<file path="config.mk">
export PLATFORM = sky130hd
export DESIGN_NAME = xip_ahbl_ctrl
export DESIGN_NICKNAME = d
export VERILOG_FILES = /design/src/rtl/xip_pkg.sv /design/src/rtl/xip_sat_counter.sv /design/src/rtl/xip_ahbl_ctrl.sv
export SDC_FILE = /design/constraint.sdc
export NUM_CORES = 1
export LEC_CHECK = 0
export BUFFER_PORTS_ARGS = -buffer_cell sky130_fd_sc_hd__buf_2
export CORE_MARGIN = 1.5
export CORE_UTILIZATION = 43
export DETAILED_ROUTE_END_ITERATION = 8
export PLACE_DENSITY = 0.92
export SETUP_SLACK_MARGIN = 0.5
export SLEW_MARGIN = 20
export SYNTH_ARGS = -nofsm -noshare
export SYNTH_HDL_FRONTEND = slang
export SYNTH_SLANG_ARGS = --single-unit
</file>
<file path="constraint.sdc">
create_clock -name clk -period 2.7 [get_ports clk]
set_input_delay 0.54 -clock clk [delete_from_list [all_inputs] [get_ports clk]]
set_output_delay 0.54 -clock clk [all_outputs]
set_load 0.05 [all_outputs]
</file>
<file path="src/rtl/xip_pkg.sv">
// Shared definitions for the XIP AHB-Lite front end: FSM encoding, AHB codes
// and the line-offset width helper.
package xip_pkg;

    typedef enum logic [2:0] {
        IDLE = 3'd0,
        REQ  = 3'd1,
        WAIT = 3'd2,
        FILL = 3'd3,
        DONE = 3'd4,
        ERR1 = 3'd5,
        ERR2 = 3'd6
    } xip_state_e;

    localparam logic [1:0] HTRANS_IDLE   = 2'b00;
    localparam logic [1:0] HTRANS_BUSY   = 2'b01;
    localparam logic [1:0] HTRANS_NONSEQ = 2'b10;
    localparam logic [1:0] HTRANS_SEQ    = 2'b11;

    localparam logic HRESP_OKAY  = 1'b0;
    localparam logic HRESP_ERROR = 1'b1;

    // Number of byte-offset bits inside one cache line (ceil(log2)).
    function automatic int line_off_w(input int line_size);
        int w;
        w = 0;
        for (int i = 0; i < 31; i++) begin
            if ((1 << i) < line_size) begin
                w = i + 1;
            end
        end
        return w;
    endfunction

endpackage

</file>
<file path="src/rtl/xip_sat_counter.sv">
// Saturating event counter: increments on inc, holds at all-ones.
module xip_sat_counter #(
    parameter int CNT_W = 16
) (
    input  logic             clk,
    input  logic             rst_n,
    input  logic             inc,
    output logic [CNT_W-1:0] count
);

    always_ff @(posedge clk or negedge rst_n) begin
        if (!rst_n) begin
            count <= '0;
        end else if (inc && (count != {CNT_W{1'b1}})) begin
            count <= count + {{(CNT_W-1){1'b0}}, 1'b1};
        end
    end

endmodule

</file>
<file path="src/rtl/xip_ahbl_ctrl.sv">
// AHB-Lite slave front end for the QSPI XIP path: zero-wait cache hits,
// stalled line fills on misses, two-cycle ERROR response for writes.
module xip_ahbl_ctrl
    import xip_pkg::*;
#(
    parameter int LINE_SIZE = 16,
    parameter int CNT_W     = 16
) (
    input  logic             clk,
    input  logic             rst_n,
    input  logic             HSEL,
    input  logic [31:0]      HADDR,
    input  logic [1:0]       HTRANS,
    input  logic             HWRITE,
    input  logic [2:0]       HSIZE,
    input  logic             HREADY,
    output logic             HREADYOUT,
    output logic [31:0]      HRDATA,
    output logic             HRESP,
    output logic [23:0]      c_A,
    output logic [23:0]      c_A_h,
    input  logic             c_hit,
    input  logic [31:0]      c_Do,
    output logic             c_wr,
    output logic [23:0]      fr_addr,
    output logic             fr_rd,
    input  logic             fr_done,
    output logic [CNT_W-1:0] hit_cnt,
    output logic [CNT_W-1:0] miss_cnt
);

    localparam int OFF_W = line_off_w(LINE_SIZE);

    xip_state_e  state;
    logic [23:0] a_q;
    logic        w_q;
    logic        hreadyout_q;
    logic        hresp_q;
    logic        fr_rd_q;
    logic        c_wr_q;

    logic        valid;
    logic        accept;
    logic        hit_inc;
    logic        miss_inc;
    logic        unused_sig;

    assign valid    = HSEL & HREADY & HTRANS[1];
    assign accept   = valid & ((state == IDLE) | (state == DONE));
    assign hit_inc  = accept & ~HWRITE & c_hit;
    assign miss_inc = accept & ~HWRITE & ~c_hit;

    // HSIZE is ignored (full word always returned); upper address bits unmapped.
    assign unused_sig = ^{HADDR[31:24], HTRANS[0], HSIZE, w_q};

    always_ff @(posedge clk or negedge rst_n) begin
        if (!rst_n) begin
            state       <= IDLE;
            a_q         <= '0;
            w_q         <= 1'b0;
            hreadyout_q <= 1'b1;
            hresp_q     <= HRESP_OKAY;
            fr_rd_q     <= 1'b0;
            c_wr_q      <= 1'b0;
        end else begin
            fr_rd_q <= 1'b0;
            c_wr_q  <= 1'b0;
            case (state)
                IDLE, DONE: begin
                    state       <= IDLE;
                    hreadyout_q <= 1'b1;
                    hresp_q     <= HRESP_OKAY;
                    if (valid) begin
                        a_q <= HADDR[23:0];
                        w_q <= HWRITE;
                        if (HWRITE) begin
                            state       <= ERR1;
                            hreadyout_q <= 1'b0;
                            hresp_q     <= HRESP_ERROR;
                        end else if (!c_hit) begin
                            state       <= REQ;
                            hreadyout_q <= 1'b0;
                            fr_rd_q     <= 1'b1;
                        end
                    end
                end
                REQ: begin
                    state <= WAIT;
                end
                // No timeout: the first fill after reset waits out the flash reset sequence.
                WAIT: begin
                    if (fr_done) begin
                        state  <= FILL;
                        c_wr_q <= 1'b1;
                    end
                end
                FILL: begin
                    state       <= DONE;
                    hreadyout_q <= 1'b1;
                end
                ERR1: begin
                    state       <= ERR2;
                    hreadyout_q <= 1'b1;
                end
                ERR2: begin
                    state   <= IDLE;
                    hresp_q <= HRESP_OKAY;
                end
                default: begin
                    state       <= IDLE;
                    hreadyout_q <= 1'b1;
                    hresp_q     <= HRESP_OKAY;
                end
            endcase
        end
    end

    assign HREADYOUT = hreadyout_q;
    assign HRESP     = hresp_q;
    assign HRDATA    = c_Do;
    assign fr_rd     = fr_rd_q;
    assign c_wr      = c_wr_q;
    assign c_A       = a_q;
    assign c_A_h     = HADDR[23:0];
    assign fr_addr   = {a_q[23:OFF_W], {OFF_W{1'b0}}};

    xip_sat_counter #(.CNT_W(CNT_W)) u_hit_cnt (
        .clk   (clk),
        .rst_n (rst_n),
        .inc   (hit_inc),
        .count (hit_cnt)
    );

    xip_sat_counter #(.CNT_W(CNT_W)) u_miss_cnt (
        .clk   (clk),
        .rst_n (rst_n),
        .inc   (miss_inc),
        .count (miss_cnt)
    );

endmodule

</file>
### After elaboration in Yosys (flattened, before gate mapping)

Index checks and enable logic that the tools add are counted.

| operators by class | value |
|---|---|
| $add $sub $neg | 2 |
| eq/ne operators | 9 |
| mux-type cells | 18 |
| bitwise operators | 9 |
| reductions and logical operators | 7 |

Operators with widths:

| kind | number |
|---|---|
| 16-bit by 1-bit adder with 16-bit output, second input constant | 2 |
| 16-bit inequality test, second input constant | 2 |
| 3-bit case mux with 5 select lines | 1 |
| 1-bit two-way mux | 12 |
| 3-bit == test, second input constant | 3 |
| 3-bit two-way mux | 3 |
| 1-bit AND | 6 |
| 3-bit by 2-bit == test with 1-bit output, second input constant | 2 |
| 1-bit case mux with 2 select lines | 2 |
| 4-bit OR reduction | 1 |
| 3-bit by 1-bit == test with 1-bit output, second input constant | 1 |
| 3-bit logical NOT | 1 |
| 3-bit OR reduction | 1 |
| 1-bit logical AND | 2 |
| 2-bit inequality test, second input constant | 1 |
| 1-bit NOT | 2 |
| 2-bit AND reduction | 1 |
| 2-bit OR reduction | 1 |
| 1-bit OR | 1 |

| storage, ports and cells | value |
|---|---|
| bits in registers | 63 |
| input port bits | 76 |
| logic and storage cells | 53 |

### Depth between registers and ports, before layout

Gate-level depths: netlist of run 1.

| depth | value |
|---|---|
| word-level depth | 6 |
| depth in mapped cells | 6 |

### Cells and area by module

From an unflattened synthesis of run 1, not the netlist that was laid out.

| second synthesis, totals | value |
|---|---|
| cell total of the unflattened synthesis | 302 |
| area, all modules | 3608.5 sq um |

By module, submodules not included:

| module | times used | cells an instance | area an instance (sq um) | sequential area each (sq um) |
|---|---|---|---|---|
| xip_ahbl_ctrl | 1 | 158 | 1889.3 | 777.0 |
| xip_sat_counter | 2 | 72 | 859.6 | 400.4 |

### Least setup slack after synthesis of run 1

No wires, ideal clock.

| timing | value |
|---|---|
| path type | register -> register |
| from | reg u_hit_cnt.count[0] |
| to | reg u_hit_cnt.count[2] |
| arrival | 2.102 ns |
| required time | 2.554 ns |
| path slack | 0.452 ns |
| cell stages (with the launch flop) | 7 |
| path buffers | 1 |
| period minus slack after synthesis | 2.248 ns |
| path through | dfrtp_1 ha_1 nand3_1 nor4_1 clkbuf_1 nor3b_1 xor2_1 |

| on the way | value |
|---|---|
| longest elaborated chain between the ends | 2 |
| elaborated cells on any way between the ends | 3 |
| classes of those cells | add/sub (1); eq/ne (1); reduce/logical (1) |

Ends and longest elaborated chain:

| element | line | RTL |
|---|---|---|
| start, declared | xip_sat_counter.sv:8 | `output logic [CNT_W-1:0] count` |
| start signal, assigned | xip_sat_counter.sv:15 | `count <= count + {{(CNT_W-1){1'b0}}, 1'b1};` |
| branches (longest 2 deep; another with 16-bit by 1-bit adder with 16-bit output) | -- |  |

Several ways; the timed one is not identified.
A chain may end at the register's enable or synchronous reset.

### Final worst setup path of run 1

| timing | value |
|---|---|
| from | reg state[0] |
| to | reg u_hit_cnt.count[1] |

| on the way | value |
|---|---|
| longest elaborated chain between the ends | 6 |
| elaborated cells on any way between the ends | 7 |
| classes of those cells | eq/ne (1); bitwise (4); reduce/logical (2) |

Ends and longest elaborated chain:

| element | line | RTL |
|---|---|---|
| start, declared | xip_ahbl_ctrl.sv:34 | `xip_state_e state;` |
| start signal, assigned | xip_ahbl_ctrl.sv:58 | `state <= IDLE;` |
| start signal, assigned | xip_ahbl_ctrl.sv:70 | `state <= IDLE;` |
| start signal, assigned | xip_ahbl_ctrl.sv:77 | `state <= ERR1;` |
| 3-bit == test / 3-bit logical NOT (equally long branches) | xip_ahbl_ctrl.sv:49 | `assign accept = valid & ((state == IDLE) \| (state == DONE));` |
| 1-bit OR (*) | xip_ahbl_ctrl.sv:49 |  |
| 1-bit AND (*) | xip_ahbl_ctrl.sv:49 |  |
| 1-bit AND (*) (2 in a row) | xip_ahbl_ctrl.sv:50 | `assign hit_inc = accept & ~HWRITE & c_hit;` |
| 1-bit logical AND (*) | xip_sat_counter.sv:14 | `end else if (inc && (count != {CNT_W{1'b1}})) begin` |

Mark *: on every way between the ends. The rest lies on a longest branch, timed or not.

==> key figures, run 1 <==
Placed design
  – Final weighted congestion in routability-driven placement: 0.8195
  – Placed cells: 457
  – IO buf count: 135
  – Detailed Place HPWL: between 5 and 6 mm

Floorplanning
  – Core area: approximately 7400 µm²
  – Die Ht: between 90 and 100 µm
  – Die area: 8295 µm²
  – Initial Utilization: between 40% and 50%
  – Die W: 91.08 µm
  – Rows: 31
  – I/O pin cnt: between 200 and 250

Worst setup path
  – Startpoint Class: flip-flop
  – Crit end category: flip-flop
  – Crit path from: state[0]
  – Worst-path maximum fanout: 8
  – Required time worst endpoint: 2.91 ns
  – CP arrival: approximately 2.3 ns
  – Setup CP Type: flip-flop to flip-flop
  – Reg-to-Reg Start: state[0]

Hold path
  – Hold WC Path Type: input pin to asynchronous set/reset pin

CTS
  – CTS tree: built
  – H-tree levels: 3
  – Clk_lat worst skew: 0.33 ns
  – CTS buffer count: 9
  – Reg clk slew, reported paths: 0.08 ns
  – Setup bufs post-CTS: 0
  – Clk sinks: 63
  – Hold-fix buffer count after cts: 0
  – Root buffer cell: clkbuf_8
  – Clock Path Buffers: 2
  – CTS resizes: 1

Synth
  – Number of flops mapped to enable cells by yosys: 0
  – Compound-Gate Fraction of Synth Area: 1.125%
  – Synth Flop Type: dfrtp_1
  – Mapped Cells: 302
  – Post-synthesis mux area share: a little under a tenth
  – Synth cell types: 32
  – Mapped Area: 3336 µm²
  – Synthesized flop and latch total: 63
  – Post-Synth Adder-Cell Area: 0.7502%
  – Average cell area after synthesis: between 10 and 15 µm²
  – Xor and xnor fraction of the mapped netlist area: around 7.6%
  – Sequential element share of the synthesized area: 47.30%
  – Post-synth ARST share: 100.0%
  – Simple-gate share of the synthesized area: 14.40%
  – Synth warnings: 0
  – Largest family of logic cells by synthesized area: buffers and inverters

STA
  – RSZ-0062 raised after global routing: true
  – Maximum clock frequency: 0.4705 GHz
  – Max-slew violations: 0
  – Clock skew: 0.01062 ns
  – Final Critical Period: 2.125 ns
  – Hold Vio Cnt, Final: 0
  – Worst-Margin Slew: around 0.63 ns
  – Period utilization: 78.72%
  – Final setup vio count: 0
  – Relative max-transition margin: a little under three fifths
  – Final setup TNS: 0 ns

Detailed routing
  – WL/cell: 15.10 µm
  – Drt initial violations: 113
  – Total wire length: 7.142 mm
  – DRC Markers: 0
  – Routed via count: ~2400
  – Drt first pass iters: 4
  – Final ANT Viol Nets: 0
  – Vias per cell: 5.070

Power
  – Pwr per Cell Area: about 1200 nW/µm²
  – VDD IR max: roughly 0.53 mV
  – Leakage: 2.055 nW

Global routing
  – Total Routing Usage GR: 17.25%
  – Initial antenna violation count: 0
  – Largest net degree at the start of global routing: 38
  – Vias in the first global route: 2256
  – First-pass GRT wire length: 11.25 mm
  – Total congestion overflow: 0

Final layout
  – Final #Nets: ~450
  – Final Util: 52.33%
  – Final Non-Filler Cells: around 470
  – Layout cells sized above 1: 51.87%
  – Fillers: around 690
  – ANT cells: 0
  – Layout area overhead: 15.60%

Run
  – Max cap viols: 0

Run status
  – Status: finished, final reports clean
cell usage in the layout, fill, tap and decap left out, types with 3 or more instances in the layout:
cell       instances
inv_1              5
nand4_1            9
buf_4              3
nand2b_1           4
dfrtp_1           61
nor3b_1            4
or2_2              3
buf_2            135
mux2_2            27
o21ai_0            3
nand3_1            8
nand2_1           14
clkbuf_8           9
xor2_1            27
bufinv_16          4
nor4_2             3
conb_1             4
nor4_1            11
nor2_1             3
nor3_1            12
and4_1             3
cells in the mapped netlist (2+ instances only):
master | number | area (µm²)
or2_2 | 3 | 18.77
mux2_2 | 27 | 304.0
buf_2 | 2 | 10.01
buf_4 | 80 | 600.6
o21ai_0 | 3 | 15.01
nor2_1 | 4 | 15.01
a22oi_1 | 2 | 15.01
nand4_1 | 9 | 56.30
and4_1 | 3 | 26.28
xnor2_1 | 2 | 17.52
nor4b_1 | 2 | 17.52
nand2b_1 | 4 | 25.02
nor4_1 | 14 | 87.58
clkbuf_1 | 2 | 7.510
nor3_1 | 12 | 60.06
xor2_1 | 27 | 236.5
nor3b_1 | 4 | 30.03
nand3_1 | 8 | 40.04
ha_1 | 2 | 25.02
nand2_1 | 14 | 52.55
inv_1 | 5 | 18.77
dfrtp_1 | 62 | 1551
or3_1 | 2 | 12.51
sequential cells by signal (all words and copies together), names as in the netlist:
register / flops
c_A: 24
u_hit_cnt.count: 16
u_miss_cnt.count: 16
state: 3
HREADYOUT: 1
HRESP: 1
c_wr: 1
fr_rd: 1
stage by stage:
stage	setup slack, ns	total power [W]	instance area [µm²]	hold slack [ns]
6_report	0.5746	0.004727	3856	0.2216
3_3_place_gp	0.3332	0.003622	3571	0.4604
2_1_floorplan	0.5529	0.003485	3361	0.2444
3_5_place_dp	0.3197	0.003676	3571	0.4747
5_1_grt	0.4945	0.004915	3856	0.2623
4_1_cts	0.5331	0.004783	3844	0.2250
worst max-delay path, stage by stage (launching register included):
cell and delay, ns:
dfrtp_1 0.43, or3b_4 0.43, or3_4 0.43, buf_4 0.19, nor2_1 0.17, mux2_2 0.35
power by group:
part | switching (W) | total [W] | internal [W]
clock network | 0.000378 | 0.00109 | 0.000710
logic | 0.00176 | 0.00226 | 0.000495
registers | 0.000194 | 0.00138 | 0.00119
routing by layer:
metal	up-vias	track usage, %	wire length, µm
li1	1089	-	-
met1	1186	19.48	2772
met2	115	30.72	3877
met3	8	4.858	442
met4	0	6.380	50
met5	-	0	0
worst paths after layout:
check                                      endpoint  slack [ns]  cells past startpoint
worst max-delay path             u_hit_cnt.count[1]        0.57                      5
worst min-delay path            u_miss_cnt.count[1]        0.22                      1
worst max register to register   u_hit_cnt.count[1]        0.57                      5
worst min register to register            HREADYOUT        0.48                      2
max in group asynchronous                 HREADYOUT        1.79                      2
min in group clk                            c_A[19]        0.45                      2
kinds of logic after synthesis:
logic type | count (synthesis)
compound gates | 6
mux | 27
simple gates | 83
other cells | 1
flops | 63
fa+ha+maj | 2
buf+inv | 91
xor+xnor | 29
layout make-up:
| class | count | area (µm²) | area share [%] |
|---|---|---|---|
| clock buffer | 9 | 123.9 | 3.212 |
| clock inverter | 7 | 143.9 | 3.731 |
| inverter | 5 | 18.77 | 0.4867 |
| multi-input combinational | 151 | 1149 | 29.79 |
| sequential | 63 | 1579 | 40.95 |
| tap | 99 | 123.9 | 3.212 |
| timing repair buffer | 139 | 718.2 | 18.62 |
Note: power is estimated with default switching activity, not from simulation.
==> inputs of run 2 (changes only) <==
clock period = 2.1 ns   (was 2.7 ns; I/O delays follow)
==> run 2 against run 1 <==
- global-route usage up 1.0 points
- sequential share of layout area down 4.9 points
- setup slack worse by 0.38 ns
- core utilization up 8.6 points
- via count up 3.2%
- largest cell class unchanged
- highest routed layer unchanged
==> key figures, run 2 (synthesis gave the netlist of run 1 again) <==
Power
  – Leakage: 2.211 nW (was 2.055 nW)
  – Pwr per Cell Area: 1354 nW/µm² (was 1226 nW/µm²)
  – VDD IR max: 1.195 mV (was 0.5289 mV)

Floorplanning
  – Initial Utilization: 45.26% (unchanged)
  – I/O pin cnt: 216 (unchanged)
  – Die area: 8295 µm² (unchanged)
  – Die W: 91.08 µm (unchanged)
  – Rows: 31 (unchanged)
  – Die Ht: 91.08 µm (unchanged)
  – Core area: 7370 µm² (unchanged)

Run
  – Max cap viols: 0 (unchanged)

STA
  – Max-slew violations: 0 (unchanged)
  – Final setup TNS: 0 ns (unchanged)
  – Maximum clock frequency: 0.5235 GHz (was 0.4705 GHz)
  – Clock skew: 0.01275 ns (was 0.01062 ns)
  – Period utilization: 90.97% (was 78.72%)
  – Final setup vio count: 0 (unchanged)
  – Final Critical Period: 1.910 ns (was 2.125 ns)
  – Worst-Margin Slew: 0.5447 ns (was 0.6317 ns)
  – RSZ-0062 raised after global routing: true (unchanged)
  – Relative max-transition margin: 63.49% (was 57.54%)
  – Hold Vio Cnt, Final: 0 (unchanged)

Detailed routing
  – Routed via count: 2475 (was 2398)
  – DRC Markers: 0 (unchanged)
  – Final ANT Viol Nets: 0 (unchanged)
  – Total wire length: 7.399 mm (was 7.142 mm)
  – Drt initial violations: 62 (was 113)
  – Drt first pass iters: 4 (unchanged)
  – WL/cell: 14.95 µm (was 15.10 µm)
  – Vias per cell: 5.000 (was 5.070)

Placed design
  – Final weighted congestion in routability-driven placement: 0.8135 (was 0.8195)
  – IO buf count: 135 (unchanged)
  – Detailed Place HPWL: 5.150 mm (was 5.487 mm)
  – Placed Area: 3983 µm² (was 3571 µm²)

Worst setup path
  – Crit path from: state[0] (unchanged)
  – Startpoint Class: flip-flop (unchanged)
  – Required time worst endpoint: 2.31 ns (was 2.91 ns)
  – Worst-path maximum fanout: 13 (was 8)
  – Crit end category: flip-flop (unchanged)
  – Setup CP Type: flip-flop to flip-flop (unchanged)
  – R2R Path End: u_hit_cnt.count[12] (was u_hit_cnt.count[1])
  – CP arrival: 2.12 ns (was 2.34 ns)
  – Reg-to-Reg Start: state[0] (unchanged)
  – CP endpoint: u_hit_cnt.count[12] (was u_hit_cnt.count[1])
  – R2R depth: 5 (unchanged)
  – Worst R2R Setup Slack: 0.19 ns (was 0.57 ns)

CTS
  – Clock Path Buffers: 2 (unchanged)
  – Clk sinks: 63 (unchanged)
  – Reg clk slew, reported paths: 0.08 ns (about the same)
  – Clk_lat worst skew: 0.34 ns (was 0.33 ns)
  – CTS tree: built (unchanged)
  – H-tree levels: 3 (unchanged)
  – Root buffer cell: clkbuf_8 (unchanged)
  – CTS buffer count: 9 (unchanged)

Final layout
  – Commonest non-fill, non-tap cell in the layout: buf_2 (unchanged)
  – Final Util: 60.93% (was 52.33%)
  – Commonest non-fill, non-tap cells in the layout: buf_2 (135), dfrtp_2 (32), dfrtp_1 (30), xor2_1 (27), mux2_2 (24) (was buf_2 (135), dfrtp_1 (61), xor2_1 (27), mux2_2 (27), nand2_1 (14))
  – Layout cells sized above 1: 70.71% (was 51.87%)
  – Post-route cell area: 4491 µm² (was 3856 µm²)
  – ANT cells: 0 (unchanged)
  – Final #Nets: 469 (was 447)
  – Layout area overhead: 34.62% (was 15.60%)
  – Number of flip-flops in the largest register: 24 (unchanged)
  – Fillers: 584 (was 685)

Hold path
  – Hold WC Path Type: input pin to asynchronous set/reset pin (unchanged)

Global routing
  – Initial antenna violation count: 0 (unchanged)
  – First-pass GRT wire length: 12.12 mm (was 11.25 mm)
  – Total congestion overflow: 0 (unchanged)
  – Largest net degree at the start of global routing: 64 (was 38)
  – Total Routing Usage GR: 18.26% (was 17.25%)
  – Vias in the first global route: 2552 (was 2256)

Run status
  – Status: finished, final reports clean (unchanged)
-- run 2: changes by cell type in the layout (fill, tap and decap cells not counted), sizes merged --
cell / delta
buf: +21
bufinv: -1
clkbuf: +3
inv: -1
-- run 2: what timing repair did --
item / in CTS / in global routing
gates cloned: 0 / 2
gates resized for setup: 13 / 14
setup endpoints to repair: 57 / 57
hold buffers: 0 / 0
setup buffers: 10 / 2
pin swaps: 23 / 16
-- run 2: per-layer routing --
layer,vias up,global-route usage [%],part of all wire (%)
li1,1130,-,-
met1,1208,20.87,39
met2,114,31.84,53
met3,23,4.606,6.4
met4,0,8.464,2.0
met5,-,0,0
-- run 2: where the power goes --
| part | internal (W) | leakage (nW) | switching, W |
|---|---|---|---|
| clock network | 0.000822 | 0.116 | 0.000469 |
| registers | 0.00154 | 0.759 | 0.000245 |
| logic | 0.000720 | 1.34 | 0.00228 |
| total | 0.00308 | 2.21 | 0.00300 |
-- run 2: how the worst min path moves through the flow --
| stage | endpoint | from | cells after the start | slack (ns) |
|---|---|---|---|---|
| 6_report | u_miss_cnt.count[9] | rst_n | 2 | 0.1 |
| 5_1_grt | u_miss_cnt.count[9] | rst_n | 2 | 0.12 |
| 4_1_cts | u_miss_cnt.count[13] | rst_n | 2 | 0.09 |
| 3_5_place_dp | u_hit_cnt.count[4] | rst_n | 2 | 0.46 |
| 3_3_place_gp | u_hit_cnt.count[5] | rst_n | 2 | 0.45 |
| 2_1_floorplan | HRESP | rst_n | 0 | 0.12 |
-- run 2: final cells by class --
type / count / area [µm²] / share of cell area, %
flip-flops and latches: 63 / 1618 / 36.03
multi-input cells: 151 / 1531 / 34.10
repair buffers: 161 / 952.2 / 21.20
clock buffers: 11 / 141.4 / 3.149
well taps: 99 / 123.9 / 2.758
clock inverters: 5 / 105.1 / 2.340
inverters: 5 / 18.77 / 0.4179
-- run 2: critical path, cell delays in order (launching register included) --
cell and delay [ns]:
dfrtp_1 0.39, or3b_4 0.42, or3_4 0.35, buf_12 0.16, nor4_4 0.16, mux2_4 0.32
-- run 2: per-stage QoR --
stage / worst slack, ns / power, W / hold WS (ns) / cells
after floorplan: 0.2037 / 0.004536 / 0.1244 / 305
after global placement: 0.05670 / 0.004702 / 0.4547 / 465
after detailed placement: 0.05593 / 0.004771 / 0.4603 / 465
after CTS: 0.1736 / 0.006092 / 0.09381 / 491
after global routing: 0.1112 / 0.006344 / 0.1235 / 495
final: 0.1897 / 0.006079 / 0.09649 / 495
